**src/rtl/register_read_stage_if.sv**
```systemverilog
// Bundle between the operand-fetch stage and its neighbours.
// It carries the instruction handshake, the write-back port and the operand bundle handshake.
interface register_read_stage_if #(
    parameter int DATA_W = 32,
    parameter int ADDR_W = 5
);
    logic [31:0]       instr;
    logic              instr_valid;
    logic              instr_ready;
    logic              wb_en;
    logic [ADDR_W-1:0] wb_address;
    logic [DATA_W-1:0] wb_data;
    logic              out_valid;
    logic              out_ready;
    logic [DATA_W-1:0] rs_data;
    logic [DATA_W-1:0] rt_data;
    logic [ADDR_W-1:0] out_address;
    logic [2:0]        ALU_operation;
    logic              illegal;

    modport master (
        output instr, instr_valid, wb_en, wb_address, wb_data, out_ready,
        input  instr_ready, out_valid, rs_data, rt_data, out_address, ALU_operation, illegal
    );

    modport slave (
        input  instr, instr_valid, wb_en, wb_address, wb_data, out_ready,
        output instr_ready, out_valid, rs_data, rt_data, out_address, ALU_operation, illegal
    );
endinterface

```
**src/rtl/register_read_stage.sv**
```systemverilog
// R-format operand fetch: 32x32 register file with one read port; rs and rt are read on consecutive cycles.
// Latency: accept at edge N, out_valid after N+2. Throughput is one instruction per 4 cycles.
// Backpressure: HOLD keeps the bundle until out_ready. instr_ready is high only in IDLE.
module register_read_stage #(
    parameter int DATA_W = 32,
    parameter int ADDR_W = 5
) (
    input logic                  clk,
    input logic                  reset_input,
    register_read_stage_if.slave bus
);
    localparam int NREG = 1 << ADDR_W;

    typedef enum logic [1:0] {IDLE, READ_RS, READ_RT, HOLD} state_t;

    state_t            state_q, state_d;
    logic              ready_q;
    logic              accept;
    logic              out_valid_q;
    logic              illegal_q;
    logic [2:0]        alu_q;
    logic [ADDR_W-1:0] rs_addr_q, rt_addr_q, rd_q;
    logic [DATA_W-1:0] rs_data_q, rt_data_q;
    logic [DATA_W-1:0] regs [NREG];

    logic              wb_hit;
    logic              wb_hits_rs, wb_hits_rt;
    logic [DATA_W-1:0] rs_read, rt_read;
    logic [2:0]        alu_dec;
    logic              illegal_dec;

    // shamt is not used by any supported operation
    logic unused_shamt;
    assign unused_shamt = ^bus.instr[10:6];

    assign wb_hit     = bus.wb_en && (bus.wb_address != '0);
    assign wb_hits_rs = wb_hit && (bus.wb_address == rs_addr_q);
    assign wb_hits_rt = wb_hit && (bus.wb_address == rt_addr_q);

    // Single read port, bypassed so a same-cycle write-back is never missed
    always_comb begin
        rs_read = '0;
        rt_read = '0;
        if (wb_hits_rs)
            rs_read = bus.wb_data;
        else if (rs_addr_q != '0)
            rs_read = regs[rs_addr_q];
        if (wb_hits_rt)
            rt_read = bus.wb_data;
        else if (rt_addr_q != '0)
            rt_read = regs[rt_addr_q];
    end

    always_comb begin
        alu_dec     = 3'b000;
        illegal_dec = 1'b0;
        if (bus.instr[31:26] != 6'd0) begin
            illegal_dec = 1'b1;
        end else begin
            case (bus.instr[5:0])
                6'h20:   alu_dec = 3'b000;
                6'h22:   alu_dec = 3'b001;
                6'h24:   alu_dec = 3'b010;
                6'h25:   alu_dec = 3'b011;
                6'h2A:   alu_dec = 3'b100;
                default: illegal_dec = 1'b1;
            endcase
        end
    end

    always_comb begin
        state_d = state_q;
        accept  = 1'b0;
        case (state_q)
            IDLE: begin
                if (ready_q && bus.instr_valid) begin
                    accept  = 1'b1;
                    state_d = READ_RS;
                end
            end
            READ_RS: state_d = READ_RT;
            READ_RT: state_d = HOLD;
            HOLD:    if (bus.out_ready) state_d = IDLE;
            default: state_d = IDLE;
        endcase
    end

    always_ff @(posedge clk) begin
        if (!reset_input) begin
            for (int i = 0; i < NREG; i++)
                regs[i] <= '0;
        end else if (wb_hit) begin
            regs[bus.wb_address] <= bus.wb_data;
        end
    end

    always_ff @(posedge clk) begin
        if (!reset_input) begin
            state_q     <= IDLE;
            ready_q     <= 1'b0;
            out_valid_q <= 1'b0;
            illegal_q   <= 1'b0;
            alu_q       <= '0;
            rs_addr_q   <= '0;
            rt_addr_q   <= '0;
            rd_q        <= '0;
            rs_data_q   <= '0;
            rt_data_q   <= '0;
        end else begin
            state_q <= state_d;
            ready_q <= (state_d == IDLE);
            case (state_q)
                IDLE: begin
                    if (accept) begin
                        rs_addr_q <= bus.instr[25:21];
                        rt_addr_q <= bus.instr[20:16];
                        rd_q      <= bus.instr[15:11];
                        alu_q     <= alu_dec;
                        illegal_q <= illegal_dec;
                    end
                end
                READ_RS: rs_data_q <= rs_read;
                READ_RT: begin
                    rt_data_q   <= rt_read;
                    out_valid_q <= 1'b1;
                    if (wb_hits_rs) rs_data_q <= bus.wb_data;
                end
                HOLD: begin
                    if (wb_hits_rs) rs_data_q <= bus.wb_data;
                    if (wb_hits_rt) rt_data_q <= bus.wb_data;
                    if (bus.out_ready) out_valid_q <= 1'b0;
                end
                default: ;
            endcase
        end
    end

    assign bus.instr_ready   = ready_q;
    assign bus.out_valid     = out_valid_q;
    assign bus.rs_data       = rs_data_q;
    assign bus.rt_data       = rt_data_q;
    assign bus.out_address   = rd_q;
    assign bus.ALU_operation = alu_q;
    assign bus.illegal       = illegal_q;
endmodule

```
**src/flat_wrapper.sv**
```systemverilog
// flat-port wrapper written by rule: the top's interface ports become plain ports
module register_read_stage_flat 
#(
    parameter int DATA_W = 32,
    parameter int ADDR_W = 5
)
  (clk, reset_input, bus_instr, bus_instr_valid, bus_wb_en, bus_wb_address, bus_wb_data, bus_out_ready, bus_instr_ready, bus_out_valid, bus_rs_data, bus_rt_data, bus_out_address, bus_ALU_operation, bus_illegal);
  register_read_stage_if #(.DATA_W(DATA_W), .ADDR_W(ADDR_W)) bus_i ();
  input logic clk;
  input logic reset_input;
  input wire logic [$bits(bus_i.instr)-1:0] bus_instr;
  input wire logic [$bits(bus_i.instr_valid)-1:0] bus_instr_valid;
  input wire logic [$bits(bus_i.wb_en)-1:0] bus_wb_en;
  input wire logic [$bits(bus_i.wb_address)-1:0] bus_wb_address;
  input wire logic [$bits(bus_i.wb_data)-1:0] bus_wb_data;
  input wire logic [$bits(bus_i.out_ready)-1:0] bus_out_ready;
  output wire logic [$bits(bus_i.instr_ready)-1:0] bus_instr_ready;
  output wire logic [$bits(bus_i.out_valid)-1:0] bus_out_valid;
  output wire logic [$bits(bus_i.rs_data)-1:0] bus_rs_data;
  output wire logic [$bits(bus_i.rt_data)-1:0] bus_rt_data;
  output wire logic [$bits(bus_i.out_address)-1:0] bus_out_address;
  output wire logic [$bits(bus_i.ALU_operation)-1:0] bus_ALU_operation;
  output wire logic [$bits(bus_i.illegal)-1:0] bus_illegal;
  assign bus_i.instr = bus_instr;
  assign bus_i.instr_valid = bus_instr_valid;
  assign bus_i.wb_en = bus_wb_en;
  assign bus_i.wb_address = bus_wb_address;
  assign bus_i.wb_data = bus_wb_data;
  assign bus_i.out_ready = bus_out_ready;
  assign bus_instr_ready = bus_i.instr_ready;
  assign bus_out_valid = bus_i.out_valid;
  assign bus_rs_data = bus_i.rs_data;
  assign bus_rt_data = bus_i.rt_data;
  assign bus_out_address = bus_i.out_address;
  assign bus_ALU_operation = bus_i.ALU_operation;
  assign bus_illegal = bus_i.illegal;
  register_read_stage #(.DATA_W(DATA_W), .ADDR_W(ADDR_W)) u_core (.clk(clk), .reset_input(reset_input), .bus(bus_i));
endmodule
```
**config.mk**
```make
export PLATFORM = sky130hd
export DESIGN_NAME = register_read_stage_flat
export DESIGN_NICKNAME = d
export VERILOG_FILES = /design/src/rtl/register_read_stage_if.sv /design/src/rtl/register_read_stage.sv /design/src/flat_wrapper.sv
export SDC_FILE = /design/constraint.sdc
export NUM_CORES = 2
export LEC_CHECK = 0
export CAP_MARGIN = 30
export CORE_UTILIZATION = 49
export CTS_BUF_LIST = sky130_fd_sc_hd__clkbuf_4
export DETAILED_ROUTE_END_ITERATION = 7
export GPL_TIMING_DRIVEN = 0
export HOLD_SLACK_MARGIN = 0.1
export PLACE_DENSITY = 0.66
export SKIP_CTS_REPAIR_TIMING = 1
export SLEW_MARGIN = 0
export SYNTH_ARGS = -nofsm -noshare
export SYNTH_HDL_FRONTEND = slang
export SYNTH_SLANG_ARGS = --single-unit
```
**constraint.sdc**
```tcl
create_clock -name clk -period 12.3 [get_ports clk]
set_input_delay 2.46 -clock clk [delete_from_list [all_inputs] [get_ports clk]]
set_output_delay 2.46 -clock clk [all_outputs]
set_load 0.02 [all_outputs]
```
# Yosys cells after proc, flatten, opt, wreduce, memory -nomap -nowiden
# Memory sizes are Yosys's and may differ from the RTL's. A register that Yosys moved wholly into a read port is not among the register bits.
# Cells that the tools add are included.
# word_totals
ram_bits	1024
register_bits	87
input_bits	74
output_inout_bits	75
wordCells	73
n_memories	1
# classes
eq_ne	13
muxes	30
reduce_logical	19
# memory_table
name	depth	word_bits	read_ports	rd_clocked_by_memory_dff	wr	line_no	rtl
u_core.regs	32	32	2	2	32	register_read_stage.sv:24	logic [DATA_W-1:0] regs [NREG];
# op_table
cell	n
32-bit 2-to-1 mux	7
32-bit one-hot mux with 2 select lines	2
32-bit OR reduction	1
6-bit == test, second input constant	5
5-bit 2-to-1 mux	5
5-bit nonzero test	3
3-bit one-hot mux with 4 select lines	1
5-bit == test	2
1-bit 2-to-1 mux	10
2-bit one-hot mux with 4 select lines	1
2-bit AND reduction	4
6-bit nonzero test	1
5-bit OR reduction	1
2-bit == test, second input constant	2
1-bit logical AND	4
2-bit logical NOT	2
2-bit 2-to-1 mux	2
2-bit by 1-bit inequality test with 1-bit output, second input constant	2
2-bit nonzero test	2
3-bit 2-to-1 mux	1
2-bit by 1-bit == test with 1-bit output, second input constant	1
2-bit inequality test, second input constant	1
1-bit one-hot mux with 2 select lines	1
2-bit OR reduction	1

# Depth between registers and ports, before layout
# logic_depth
word_depth	7
mapped_depth	9
mapped_depth_nobuf	5

# Least setup slack after synthesis
# No wires, ideal clock.
# synth_path
path_type	input to register
start	input bus_wb_address[2]
end	memory u_core.regs[20][0] (enable)
slack_ns	6.281
cell_stages	6
t_arrival_ns	5.553
required_ns	11.834
n_path_buf	3
setup_ns	0.466
path_cell_list	buf_2 -> or3_1 -> buf_6 -> nand3b_1 -> clkbuf_1 -> o21ai_0
# synth_lines
item	line_no	rtl
start, declared	flat_wrapper.sv:14	input wire logic [$bits(bus_i.wb_address)-1:0] bus_wb_address;
end, declared	register_read_stage.sv:24	

# Worst setup path in the final report
# layout_path
start	register u_core.rt_data_q[0], in the netlist u_core.bus.rt_data[0]
end	output bus_rt_data[0]
# layout_lines
item	line_no	rtl
start, declared	register_read_stage.sv:23	logic [DATA_W-1:0] rs_data_q, rt_data_q;
start signal, assigned	register_read_stage.sv:124	rt_data_q <= rt_read;
start signal, assigned	register_read_stage.sv:130	if (wb_hits_rt) rt_data_q <= bus.wb_data;
end, declared	flat_wrapper.sv:20	output wire logic [$bits(bus_i.rt_data)-1:0] bus_rt_data;
# No word-level cell between the ends.

==> run summary <==
======================================================================================================
End of the worst register-to-register path .............................................. u_core.bus.rt_data[14]$_SDFFE_PN0P_
Combinational family with the most area after synthesis ................................. multiplexers
Area Growth Syn to Fin ..................................................................        14.9%
Antenna violations before repair ........................................................           19
Count of mapped cells out of synthesis ..................................................         4322
Count of buffers from port buffering ....................................................          138
Antenna-violating nets left .............................................................            0
Power density cells .....................................................................  139 nW/um^2
Number of maximum-capacitance violations ................................................            0
Layout net count ........................................................................         4950
Cts bufs inserted .......................................................................          323
Maximum number of pins on one net before global-route repair ............................           42
Dominant cells by area after synthesis .................................................. edfxtp_1 (52%), mux4_2 (12%), and2_1 (11%), mux2i_1 (8.0%), dfxtp_1 (3.3%)
Stage delay of the slowest cell on the critical path ....................................      0.71 ns
Leakage Power ...........................................................................      22.2 nW
Slowest stage cell, crit path ........................................................... clkdlybuf4s50_1
Post-synth top area cell ................................................................     edfxtp_1
Die extent in x .........................................................................  350 microns
Die Height ..............................................................................  350 microns
Hold wc startpoint ...................................................................... u_core.bus.out_address[1]$_SDFFE_PN0P_
Starting Density ........................................................................        0.494
Wire length of the first global-routing pass ............................................ 315000 microns
Slew HR .................................................................................        0.235
Period utilisation layout ...............................................................        0.413
Gpl congestion ..........................................................................         1.09
Ratio of cells with drive above 1 in the final layout ...................................        0.214
Worst-path fanout max ...................................................................            2
Clock tree root driver cell .............................................................     clkbuf_4
Slew Limit Fails ........................................................................            0
Mean post-synth cell area ...............................................................   13.7 sq um
Number of design rule violations left after detail routing ..............................            0
CTS tree ................................................................................         done
Count of vias placed by the detailed router .............................................        43800
Hold violation total from the final report ..............................................            0
Maximum frequency from static timing analysis ...........................................      197 MHz
Worst-margin pin slew ...................................................................      1.15 ns
Post-synthesis xor/xnor area fraction ...................................................      0.00148
GR Overflow Total .......................................................................            0
Vias in the first global route ..........................................................        43000
Std-Cell Rows ...........................................................................          127
Worst Hold Path EP ...................................................................... u_core.bus.out_address[1]$_SDFFE_PN0P_
Reg-to-reg setup timing slack ...........................................................      8.33 ns
Simple-gate area share of the yosys netlist .............................................        0.139
Tot Pwr .................................................................................      9.45 mW
Via count normalized by instance count ..................................................         6.54
Required time at the worst-slack endpoint ...............................................      9.84 ns
Share of cell area taken by muxes after synthesis .......................................        0.201
Family with the most delay on the worst path ............................................ buffers and inverters
Total length of routed wires ............................................................ 230000 microns
Type of the worst setup path ............................................................ flip-flop to output port
Setup crit end kind .....................................................................  output port
Maximum level of the CTS H-tree .........................................................            5
Number of DRC markers in iteration 0 ....................................................         6505
Class of the worst hold path ............................................................ flip-flop to flip-flop
Core Box Area ........................................................................... 120000 sq um
Routed wire length per instance ......................................................... 34.3 microns
Yosys warning total .....................................................................            0
EDFF count, synth .......................................................................         1024
Proportion of synthesized flip-flops having asynchronous set or reset ...................            0
#FFs+latches synth ......................................................................         1121
Min Clock Period, post-route ............................................................      5.08 ns
Smallest setup slack after layout .......................................................      7.22 ns
Compound-cell area share of the yosys netlist ...........................................       0.0731
Post-Synthesis Cell Area ................................................................  59300 sq um
Count of boundary I/O pins ..............................................................          149
Share of Yosys cell area claimed by the top area cell type ..............................        0.519
DP Wirelength ........................................................................... 168000 microns
Die Footprint ........................................................................... 122000 sq um
Most instantiated flip-flop cell in the synthesis netlist ...............................     edfxtp_1
Dpl ws ..................................................................................      6.48 ns
Cells along the critical path ........................................................... clkdlybuf4s50_1
Detailed-routing iteration count for the pre-antenna-repair pass ........................            6
Status .................................................................................. finished, final reports clean
Clock transition at the register clock pins on the worst setup and hold paths after CTS .      0.08 ns
Clk sink count ..........................................................................         1121
Sequential fraction of the synthesis area ...............................................        0.552
Count of buffering cells on the critical path with inverters included ...................            1
Area share of fa/ha/maj cells after synthesis ...........................................            0
Setup skew after layout .................................................................     0.103 ns
Unrepaired setup endpoints after global routing .........................................           no
IR drop worst, VDD ......................................................................   0.000102 V
Critical path arrival ...................................................................      2.62 ns
Final-layout setup total negative slack .................................................         0 ns
Clock buffer depth ......................................................................            4
Unique cell type count in the Yosys netlist .............................................           58
Hold Path Cell Cnt ......................................................................            2
Launching element type of the critical path .............................................    flip-flop
Final Setup Violations ..................................................................            0
Clock latency on the worst-skew pair ....................................................      1.29 ns
Total GRT Usage .........................................................................        0.374
Logic depth of the worst register-to-register path ......................................            9
======================================================================================================
routing by layer:
metal  track usage  vias to the layer above  wire [microns]
li1              -                    17700               -
met1         0.472                    21800           81700
met2         0.543                     3525           98700
met3         0.115                      762           30100
met4         0.279                       12           19400
met5             0                        -              79
state kept, by name, summed over array words and instances, names as in the netlist, named ones only:
name,cells
u_core.bus.out_valid,1
u_core.regs,1024
u_core.bus.rs_data,32
u_core.state_q,2
u_core.bus.instr_ready,1
u_core.rs_addr_q,5
u_core.rt_addr_q,5
u_core.bus.illegal,1
u_core.bus.rt_data,32
u_core.bus.ALU_operation,3
u_core.bus.out_address,5
report_power, final:
part	total (mW)	leakage, nW	switching (mW)	internal, mW
combinational	1.48	9.35	0.925	0.560
sequential	4.53	10.5	0.151	4.38
clock	3.44	2.32	1.64	1.79
worst min-delay path, cell delays in order, from the launching register on:
cell and delay, ns:
dfxtp_1 0.30, nand2_1 0.05, a21oi_1 0.05
stage by stage:
stage / cells / util / hold WS (ns) / area, sq um
final: 6703 / 0.568 / 0.456 / 68100
after global routing: 6696 / 0.567 / 0.481 / 68100
after CTS: 6687 / 0.567 / 0.458 / 68000
after detailed placement: 6159 / 0.535 / 0.449 / 64200
after global placement: 6103 / 0.523 / 0.444 / 62800
after floorplan: 4353 / - / 0.476 / 59400
cells in the mapped netlist (10+ instances only):
master,instances
a21oi_1,59
buf_4,12
o221a_1,22
edfxtp_1,1024
xnor2_1,10
nor2_1,49
a22oi_1,193
clkbuf_1,307
mux2_2,13
buf_2,111
a41oi_1,24
mux4_2,312
dfxtp_1,97
nand4_1,12
nor2b_1,101
o21ai_0,37
nand3_1,148
nand2_1,62
buf_1,20
mux2i_1,476
and2_1,996
a211oi_1,64
a211o_1,64
a311oi_2,37
placed cells by master, fill, tap and decap left out, drive strengths merged, types with 2 or more instances in the layout:
master         netlist  final
edfxtp            1024   1024
and2               996    996
clkbuf             308    778
mux2i              476    476
mux4               312    312
buf                151    210
a22oi              193    193
nand3              148    148
clkdlybuf4s50        0    138
nor2b              101    101
dfxtp               97     97
a211oi              64     64
a211o               64     64
nand2               62     62
a21oi               59     59
clkinv               1     53
nor2                49     49
a311oi              40     40
o21ai               39     39
conb                 1     32
a41oi               24     24
o221a               24     24
mux2                13     13
diode                0     12
nand4               12     12
xnor2               10     10
o22ai                8      8
o221ai               8      8
inv                  4      8
nand3b               4      4
and3                 3      3
a31o                 3      3
bufinv               0      3
o211ai               3      3
a2bb2oi              2      2
or2                  2      2
nor3                 2      2
nand2b               2      2
how the worst max path moves through the flow:
stage | from | end | slack, ns | depth (start not counted)
final | u_core.bus.rt_data[0]$_SDFFE_PN0P_ | bus_rt_data[0] | 7.22 | 1
after global routing | u_core.bus.rt_data[29]$_SDFFE_PN0P_ | bus_rt_data[29] | 7.20 | 1
after CTS | u_core.bus.rt_data[29]$_SDFFE_PN0P_ | bus_rt_data[29] | 7.19 | 1
after detailed placement | bus_wb_en | u_core.regs[16][2]$_SDFFCE_PN0P_ | 6.48 | 9
after global placement | bus_wb_address[0] | u_core.regs[17][29]$_SDFFCE_PN0P_ | 2.13 | 4
after floorplan | bus_wb_address[2] | u_core.regs[20][0]$_SDFFCE_PN0P_ | 6.28 | 6
kinds of logic (layout without fill, tap and decap cells):
family / Yosys count / in the layout
other: 1 / 44
DFF: 1121 / 1121
AOI/OAI and AO/OA: 538 / 538
buffers and inverters: 464 / 1190
xor gates and xnor gates: 10 / 10
and+or+nand+nor: 1387 / 1387
muxes: 801 / 801
layout make-up:
type	count	area [sq um]
fill	9870	51900
sequential	1121	32700
multi-input combinational	2768	25100
clock buffer	469	3520
timing repair buffer	198	2470
tap	1612	2020
buffer	459	1970
clock inverter	59	313
antenna	12	30.0
inverter	5	18.8
No activity file was read; power rests on OpenSTA's default activity.
